### src/rtl/packet_rr_arbiter.sv
// Round-robin, packet-locked arbiter: grants one upstream requester the shared
// downstream port for a whole packet and flags packets longer than MAX_FLITS.
module packet_rr_arbiter #(
    parameter int DIMENSION = 4,
    parameter int MAX_FLITS = 16
) (
    input  logic                 Clk,
    input  logic                 Rst_n,
    input  logic [DIMENSION-1:0] Valid_up_i,
    input  logic [DIMENSION-1:0] Tail_up_i,
    output logic [DIMENSION-1:0] Ready_up_o,
    output logic [DIMENSION-1:0] PacketEnable_dw_o,
    output logic                 Valid_dw_o,
    output logic                 Tail_dw_o,
    input  logic                 Ready_dw_i,
    output logic                 PktLenErr_o,
    input  logic                 PktLenErrClr_i
);

    localparam int PW = (DIMENSION > 1) ? $clog2(DIMENSION) : 1;
    localparam int CW = $clog2(MAX_FLITS + 2);

    typedef logic [PW-1:0] ptr_t;
    typedef logic [CW-1:0] cnt_t;
    typedef enum logic [0:0] {
        ST_IDLE   = 1'b0,
        ST_LOCKED = 1'b1
    } state_t;

    localparam cnt_t CNT_MAX = cnt_t'(MAX_FLITS);
    localparam cnt_t CNT_SAT = cnt_t'(MAX_FLITS + 1);

    state_t               r_state;
    logic [DIMENSION-1:0] r_grant;
    ptr_t                 r_gidx;
    ptr_t                 r_ptr;
    cnt_t                 r_cnt;
    logic                 r_err;

    logic                 w_valid_dw;
    logic                 w_tail_dw;
    logic                 w_xfer;
    logic                 w_err_set;
    logic                 w_pick_any;
    ptr_t                 w_pick_idx;
    logic [DIMENSION-1:0] w_pick_oh;

    // Modulo-DIMENSION increment, valid for non-power-of-two DIMENSION too.
    function automatic ptr_t wrap_inc(input ptr_t idx);
        ptr_t nxt;
        if (idx == ptr_t'(DIMENSION - 1)) begin
            nxt = '0;
        end else begin
            nxt = idx + ptr_t'(1);
        end
        return nxt;
    endfunction

    assign w_valid_dw = |(r_grant & Valid_up_i);
    assign w_tail_dw  = |(r_grant & Valid_up_i & Tail_up_i);
    assign w_xfer     = w_valid_dw & Ready_dw_i;
    assign w_err_set  = (r_state == ST_LOCKED) & w_xfer & (r_cnt == CNT_MAX);

    assign Ready_up_o        = r_grant & {DIMENSION{Ready_dw_i}};
    assign PacketEnable_dw_o = r_grant;
    assign Valid_dw_o        = w_valid_dw;
    assign Tail_dw_o         = w_tail_dw;
    assign PktLenErr_o       = r_err;

    // Round-robin scan: first valid requester starting at the pointer, with wrap.
    always_comb begin : arb_scan
        ptr_t v_scan;
        w_pick_any = 1'b0;
        w_pick_idx = r_ptr;
        v_scan     = r_ptr;
        for (int k = 0; k < DIMENSION; k++) begin
            if (!w_pick_any && Valid_up_i[v_scan]) begin
                w_pick_any = 1'b1;
                w_pick_idx = v_scan;
            end else begin
                w_pick_any = w_pick_any;
            end
            v_scan = wrap_inc(v_scan);
        end
        w_pick_oh = {{(DIMENSION-1){1'b0}}, 1'b1} << w_pick_idx;
    end

    // Arbitration FSM: grant, pointer and per-packet flit counter.
    always_ff @(posedge Clk or negedge Rst_n) begin
        if (!Rst_n) begin
            r_state <= ST_IDLE;
            r_grant <= '0;
            r_gidx  <= '0;
            r_ptr   <= '0;
            r_cnt   <= '0;
        end else begin
            case (r_state)
                ST_IDLE: begin
                    r_cnt <= '0;
                    if (w_pick_any) begin
                        r_grant <= w_pick_oh;
                        r_gidx  <= w_pick_idx;
                        r_state <= ST_LOCKED;
                    end else begin
                        r_grant <= '0;
                    end
                end
                ST_LOCKED: begin
                    if (w_xfer) begin
                        if (r_cnt != CNT_SAT) begin
                            r_cnt <= r_cnt + cnt_t'(1);
                        end
                        if (w_tail_dw) begin
                            r_grant <= '0;
                            r_ptr   <= wrap_inc(r_gidx);
                            r_state <= ST_IDLE;
                        end
                    end
                end
                default: begin
                    r_state <= ST_IDLE;
                    r_grant <= '0;
                    r_cnt   <= '0;
                end
            endcase
        end
    end

    // Sticky length error; a new error beats a simultaneous clear.
    always_ff @(posedge Clk or negedge Rst_n) begin
        if (!Rst_n) begin
            r_err <= 1'b0;
        end else if (w_err_set) begin
            r_err <= 1'b1;
        end else if (PktLenErrClr_i) begin
            r_err <= 1'b0;
        end
    end

endmodule

### config.mk
export PLATFORM = sky130hd
export DESIGN_NAME = packet_rr_arbiter
export DESIGN_NICKNAME = d
export VERILOG_FILES = /design/src/rtl/packet_rr_arbiter.sv
export SDC_FILE = /design/constraint.sdc
export NUM_CORES = 1
export LEC_CHECK = 0
export CAP_MARGIN = 20
export CORE_UTILIZATION = 27
export CTS_BUF_LIST = sky130_fd_sc_hd__clkbuf_4
export DETAILED_ROUTE_END_ITERATION = 6
export DONT_BUFFER_PORTS = 1
export GPL_ROUTABILITY_DRIVEN = 0
export GPL_TIMING_DRIVEN = 0
export PLACE_DENSITY_LB_ADDON = 0.05
export SYNTH_ARGS = -nofsm -noshare
export SYNTH_HDL_FRONTEND = slang
export SYNTH_SLANG_ARGS = --single-unit
### constraint.sdc
create_clock -name Clk -period 3.23 [get_ports Clk]
set_clock_uncertainty 0.2 [all_clocks]
set_input_delay 0.323 -clock Clk [delete_from_list [all_inputs] [get_ports Clk]]
set_output_delay 0.323 -clock Clk [all_outputs]
set_load 0.02 [all_outputs]
==> qor.yml, run 1 <==
avgSynthCellArea_sq_um: 9.529
portBuffers: 0
dieArea_sq_mm: 0.004681
status: "complete, no violations"
cts_tree: "done"
peakVddDrop_v: 0.0002565
synth_edf_count: 0
fin_crit_sh: 0.8806
grt.busiest_layer: "met2"
fmax_ghz: 0.3516
grt_antenna_before_repair: 0
crit_required_ns: 3.19
drt_first_pass_iters: 4
power_density_mw_per_mm2: 1001
drt-initial-drc-count: 62
startpoint_type: "flop"
grtUsageMet2: 0.2108
nFillCells: 432
ys_seq_area_frac: 0.3151
wl_per_cell_microns: 14.76
ys_top_cells_by_area: "dfrtp_1 (32%), ha_1 (5.3%), mux2_2 (4.7%)"
grt_max_degree: 16
worst_pin_slew_ns: 0.7603
multiInputGateArea_sq_um: 720.7
numClockSinks: 15
cts_buffers: 3
synth_flop_cell: "dfrtp_1"
layout-drive-gt1-share: 0.1603
yosys.area.top_type_share: 0.3151
synth_top_family_by_area: "simple AND/OR/NAND/NOR gates"
p_leak_nw: 0.5506
synth_cell_types: 47
root_buffer: "clkbuf_4"
die_w_microns: 68.42
cts_setup_buffers: 0
worstPathMaxFanout: 5
period_needed_ns: 2.844
crit_arrival_ns: 2.81
synth-adder-area-share: 0.05252
fin_nets: 149
routed_wl_microns: 2672
boundaryPins: 23
final_cell_area_sq_mm: 0.001304
rsz0062_at_grt: "false"
synth_area_sq_mm: 0.001191
routed_via_density: 5.155
rows: 23
yosys.area_share.xor_xnor: 0.03676
end_kind: "flop"
syn_inst: 125
hp-class: "in2reg"
slew_headroom: 0.4886
synthToLayoutAreaGrowth_pct: 9.454
muxShareOfSynthArea: 0.1429
cap_viol_max_count: 0
async_reset_ff_frac: 1.000
overflow: 0
initial_core_util: 0.2894
grt_pass1_vias: 888
synth_seq_cells: 15
setup_tns_ns: 0
clk_latency_ns: 0.28
grt_use_met1: 0.1583
grt_pass1_wl_microns: 4291
hold_viol: 0
synth_simple_gate_area_frac: 0.2027
ys_warn_count: 0
setup_violations: 0
fp.coreArea_sq_mm: 0.004115
globalRouteTotalUtil: 0.1240
groute.layer.met3.usage: 0.02000
maxSlewViolCount: 0
placedInstanceArea_sq_mm: 0.001254
path_clk_slew_ns: 0.09
cts_buffer_depth: 2
die_y_microns: 68.42
vias: 933
area.sequential_sq_um: 375.4
antenna_left: 0
criticalPathCategory: "reg2reg"
remaining_drc_errors: 0
yosysTopAreaCell: "dfrtp_1"
synth-compound-area-share: 0.1702
hpwlAfterDp_microns: 2125
syn_nets: 142
htree_levels: 1
antennaDiodeCount: 0
-- stage by stage --
step	hold WS (ns)	utilization	setup WS, ns	std cells	total power (W)
floorplan	-0.1726	-	0.6023	125	0.001034
CTS	0.2896	0.3168	0.3806	181	0.001324
global route	0.3549	0.3168	0.1615	181	0.001431
detailed placement	-0.1722	0.3047	0.3959	175	0.001200
finish	0.3001	0.3168	0.3855	181	0.001305
global placement	-0.1723	0.3047	0.4117	175	0.001192
-- cell usage in the layout, fill, tap and decap left out, drive strengths merged, types with 3 or more instances in the layout --
cell	Yosys	routed
xnor2	4	4
inv	6	6
buf	5	5
ha	5	5
mux2	7	7
nand4	4	4
a21boi	4	4
mux2i	4	4
clkbuf	1	5
a21oi	3	3
o21ai	8	8
a22oi	3	3
nor2	3	3
dfrtp	15	15
and2	8	8
nand3	6	6
nor3	4	4
nand2	10	10
-- power by group --
part	leakage (nW)	internal, W	switching, W
registers	0.194	0.000253	0.0000923
logic	0.338	0.000387	0.000461
clock network	0.0184	0.0000562	0.0000561
total	0.551	0.000696	0.000609
-- area by class of cell --
| class | count | share of cell area |
|---|---|---|
| Inverter | 6 | 0.01727 |
| Clock buffer | 4 | 0.02303 |
| Multi-Input combinational cell | 97 | 0.5528 |
| Tap cell | 50 | 0.04798 |
| Buffer | 7 | 0.05566 |
| Timing Repair Buffer | 2 | 0.01536 |
| Sequential cell | 15 | 0.2879 |
-- critical path, stage by stage (launching register included) --
cell and delay (ns):
dfrtp_1 0.40, ha_1 0.35, mux4_2 0.58, nor3_1 0.33, o21ai_0 0.19, a221o_1 0.40
mux2_2 0.28
-- routing by layer --
layer | part of all wire | routed length, microns
met5 | 0 | 0
met4 | 0.0060 | 16
met3 | 0.038 | 101
met2 | 0.50 | 1334
met1 | 0.46 | 1220
-- sequential cells by signal, indices dropped and copies added (netlist names) --
| register | cells |
|---|---|
| PacketEnable_dw_o | 4 |
| r_cnt | 5 |
| r_state | 1 |
| r_ptr | 2 |
| r_gidx | 2 |
| PktLenErr_o | 1 |
-- logic make-up (layout without fill, tap and decap cells) --
family | Yosys count | count (layout)
buffers and inverters | 13 | 19
adders and majority gates | 5 | 5
AOI/OAI and AO/OA | 29 | 29
muxes | 13 | 13
xor gates and xnor gates | 5 | 5
and+or+nand+nor | 45 | 45
DFF | 15 | 15
-- cells in the mapped netlist, types with 4 or more instances --
cell     count
mux2i_1      4
nand3_1      6
o21ai_0      7
and2_1       8
ha_1         5
dfrtp_1     15
xnor2_1      4
mux2_2       5
nor3_1       4
nand4_1      4
inv_1        6
nand2_1     10
-- what timing repair did --
action                    in CTS  in global routing
hold endpoints to repair      16                  0
hold buffers                   2                  0
gates resized for setup        0                  0
-- worst paths after layout --
path / start / cells after the start / endpoint / slack, ns
max: r_ptr[1] / 6 / r_gidx[0] / 0.39
min: Ready_dw_i / 3 / PktLenErr_o / 0.30
max reg2reg: r_ptr[1] / 6 / r_gidx[0] / 0.39
min reg2reg: r_gidx[0] / 1 / r_gidx[0] / 0.35
max in group asynchronous: Rst_n / 1 / r_cnt[4] / 2.07
min in group asynchronous: Rst_n / 1 / PacketEnable_dw_o[1] / 0.32
Note: power is estimated with default switching activity, not from simulation.
==> run 2, diff against run 1 <==
CTS_BUF_LIST = sky130_fd_sc_hd__clkbuf_8   (was sky130_fd_sc_hd__clkbuf_4)
==> run 2 against run 1 <==
Compared with the run above: fmax rose by 0.38%; combinational power barely moved; die area did not move; power rose by 2.7%; final cell count did not move; clock power rose by 29%; sequential power barely moved; non-clock buffer count did not move; critical path type unchanged; critical endpoint unchanged; largest power group unchanged.
==> qor.yml, run 2 (synthesis results as in run 1) <==
status: "complete, no violations"
antennaDiodeCount: 0  # unchanged
worstPathMaxFanout: 10  # +5
criticalPathCategory: "reg2reg"
path_clk_slew_ns: 0.06  # -0.03 ns
p_total_w: 0.001340  # +2.7%
cp-endpoint: "r_gidx[0]"
cp_cell_sequence: "ha_1, buf_2, and3_2, o311a_1, or2_0, clkbuf_2, a221o_1, mux2_2"
worstReg2RegStart: "r_ptr[0]"
cts_buffer_depth: 2  # unchanged
rsz0062_at_grt: "false"
largest_register_ffs: 5  # unchanged
worst_pin_slew_ns: 0.7584  # -0.001872 ns
die_w_microns: 68.42  # unchanged
crit_arrival_ns: 2.76  # -0.05 ns
power_density_mw_per_mm2: 1016  # +1.5%
setup_violations: 0  # unchanged
rows: 23  # unchanged
grt_pass1_vias: 885  # -0.34%
max_stage_delay_ns: 0.39  # -0.19 ns
reg2regPathDepth: 8  # +2
globalRouteTotalUtil: 0.1236  # -0.0003482
grt_pass1_wl_microns: 4305  # +0.33%
fin_util: 0.3205  # +0.003648
peakVddDrop_v: 0.0002569  # +0.17%
setup_tns_ns: 0  # unchanged
startpoint: "r_ptr[0]"
vias: 931  # -0.21%
crit_required_ns: 3.15  # -0.04 ns
initial_core_util: 0.2894  # unchanged
cp_slowest_cell: "dfrtp_1"
remaining_drc_errors: 0  # unchanged
end_kind: "flop"
reg2reg_slack_ns: 0.40  # about the same
dieArea_sq_mm: 0.004681  # unchanged
regMostFlops: "r_cnt"
path_delay_family: "compound AO/OA/AOI/OAI gates"
critPathBufInv: 2  # +2
cts_buffers: 3  # unchanged
boundaryPins: 23  # unchanged
crit_cells: 8  # +2
r2r-end: "r_gidx[0]"
grt_antenna_before_repair: 0  # unchanged
startpoint_type: "flop"
fin_crit_sh: 0.8773  # -0.003328
portBuffers: 0  # unchanged
hp-class: "in2reg"
root_buffer: "clkbuf_8"
hpwlAfterDp_microns: 2125  # unchanged
layout-drive-gt1-share: 0.1527  # -0.007634
synthToLayoutAreaGrowth_pct: 10.71
post_cts_resized: 0  # unchanged
fmax_ghz: 0.3529  # +0.38%
antenna_left: 0  # unchanged
grt_max_degree: 16  # unchanged
cts_setup_buffers: 0  # unchanged
layout_commonest_cell: "dfrtp_1"
numClockSinks: 15  # unchanged
drt-initial-drc-count: 38  # -39%
fp.coreArea_sq_mm: 0.004115  # unchanged
die_y_microns: 68.42  # unchanged
maxSlewViolCount: 0  # unchanged
most-common-layout-cells: "dfrtp_1 (15), nand2_1 (10), and2_1 (8), inv_1 (7), o21ai_0 (7)"
period_needed_ns: 2.834  # -0.01075 ns
drt_first_pass_iters: 4  # unchanged
overflow: 0  # unchanged
placed_cells_incl_taps: 175  # unchanged
clk_latency_ns: 0.24  # -0.04 ns
cts_tree: "done"
wl_per_cell_microns: 14.81  # +0.30%
final_cells: 181  # unchanged
htree_levels: 1  # unchanged
cap_viol_max_count: 0  # unchanged
hold_viol: 0  # unchanged
routed_wl_microns: 2680  # +0.30%
fin_nets: 149  # unchanged
routed_via_density: 5.144  # -0.21%
p_leak_nw: 0.5591  # +1.5%
slew_headroom: 0.4898  # +0.001260
[run 2: cell types whose count changed in the layout (fill, tap and decap cells not counted), sizes merged]
cell    change
clkbuf      -1
inv         +1
[run 2: worst min-delay path by stage]
stage / to / startpoint / cells after the start / slack (ns)
final: PktLenErr_o / Ready_dw_i / 3 / 0.34
after global routing: r_gidx[0] / r_gidx[0] / 1 / 0.36
after CTS: PktLenErr_o / Ready_dw_i / 3 / 0.34
after detailed placement: PacketEnable_dw_o[0] / Rst_n / 0 / -0.17
after global placement: PacketEnable_dw_o[3] / Rst_n / 0 / -0.17
after floorplan: PacketEnable_dw_o[0] / Rst_n / 0 / -0.17
[run 2: layer usage]
layer | vias up | GRT usage | routed length (microns)
li1 | 474 | - | -
met1 | 439 | 0.1603 | 1225
met2 | 16 | 0.2108 | 1337
met3 | 2 | 0.02000 | 106
met4 | 0 | 0.03125 | 10
met5 | - | 0 | 0
[run 2: report_power, final]
group          switching, W  leakage [nW]  internal, W  total, W
combinational      0.000462         0.338     0.000387  0.000849
sequential        0.0000922         0.194     0.000253  0.000346
clock             0.0000612        0.0269    0.0000839  0.000145
total              0.000615         0.559     0.000724   0.00134
[run 2: repair_timing]
| action | in CTS | in global routing |
|---|---|---|
| endpoints found under the hold margin | 16 | 0 |
| hold buffers | 2 | 0 |
| endpoints found under the setup margin | 0 | 0 |
[run 2: worst register-to-register path: cells and delay by family, from the launching register on]
| kind | cells | cell delay, ns |
|---|---|---|
| AOI/OAI and AO/OA | 2 | 0.71 |
| adders and majority gates | 1 | 0.35 |
| buffers and inverters | 2 | 0.35 |
| DFF | 1 | 0.39 |
| muxes | 1 | 0.28 |
| and+or+nand+nor | 2 | 0.44 |
[run 2: stage by stage]
step | hold WS, ns | setup WS (ns) | area (sq um)
4_1_cts | 0.3355 | 0.3846 | 1319
5_1_grt | 0.3573 | 0.1649 | 1319
6_report | 0.3393 | 0.3963 | 1319
2_1_floorplan | -0.1726 | 0.6023 | 1191
3_3_place_gp | -0.1723 | 0.4117 | 1254
3_5_place_dp | -0.1722 | 0.3959 | 1254
[run 2: layout make-up]
cell class	instances	area (sq um)
fillers	429	2796
multi-input cells	97	720.7
flip-flops and latches	15	375.4
plain buffers	7	72.57
well taps	50	62.56
clock buffers	3	41.29
inverters	6	22.52
repair buffers	2	20.02
clock inverters	1	3.754
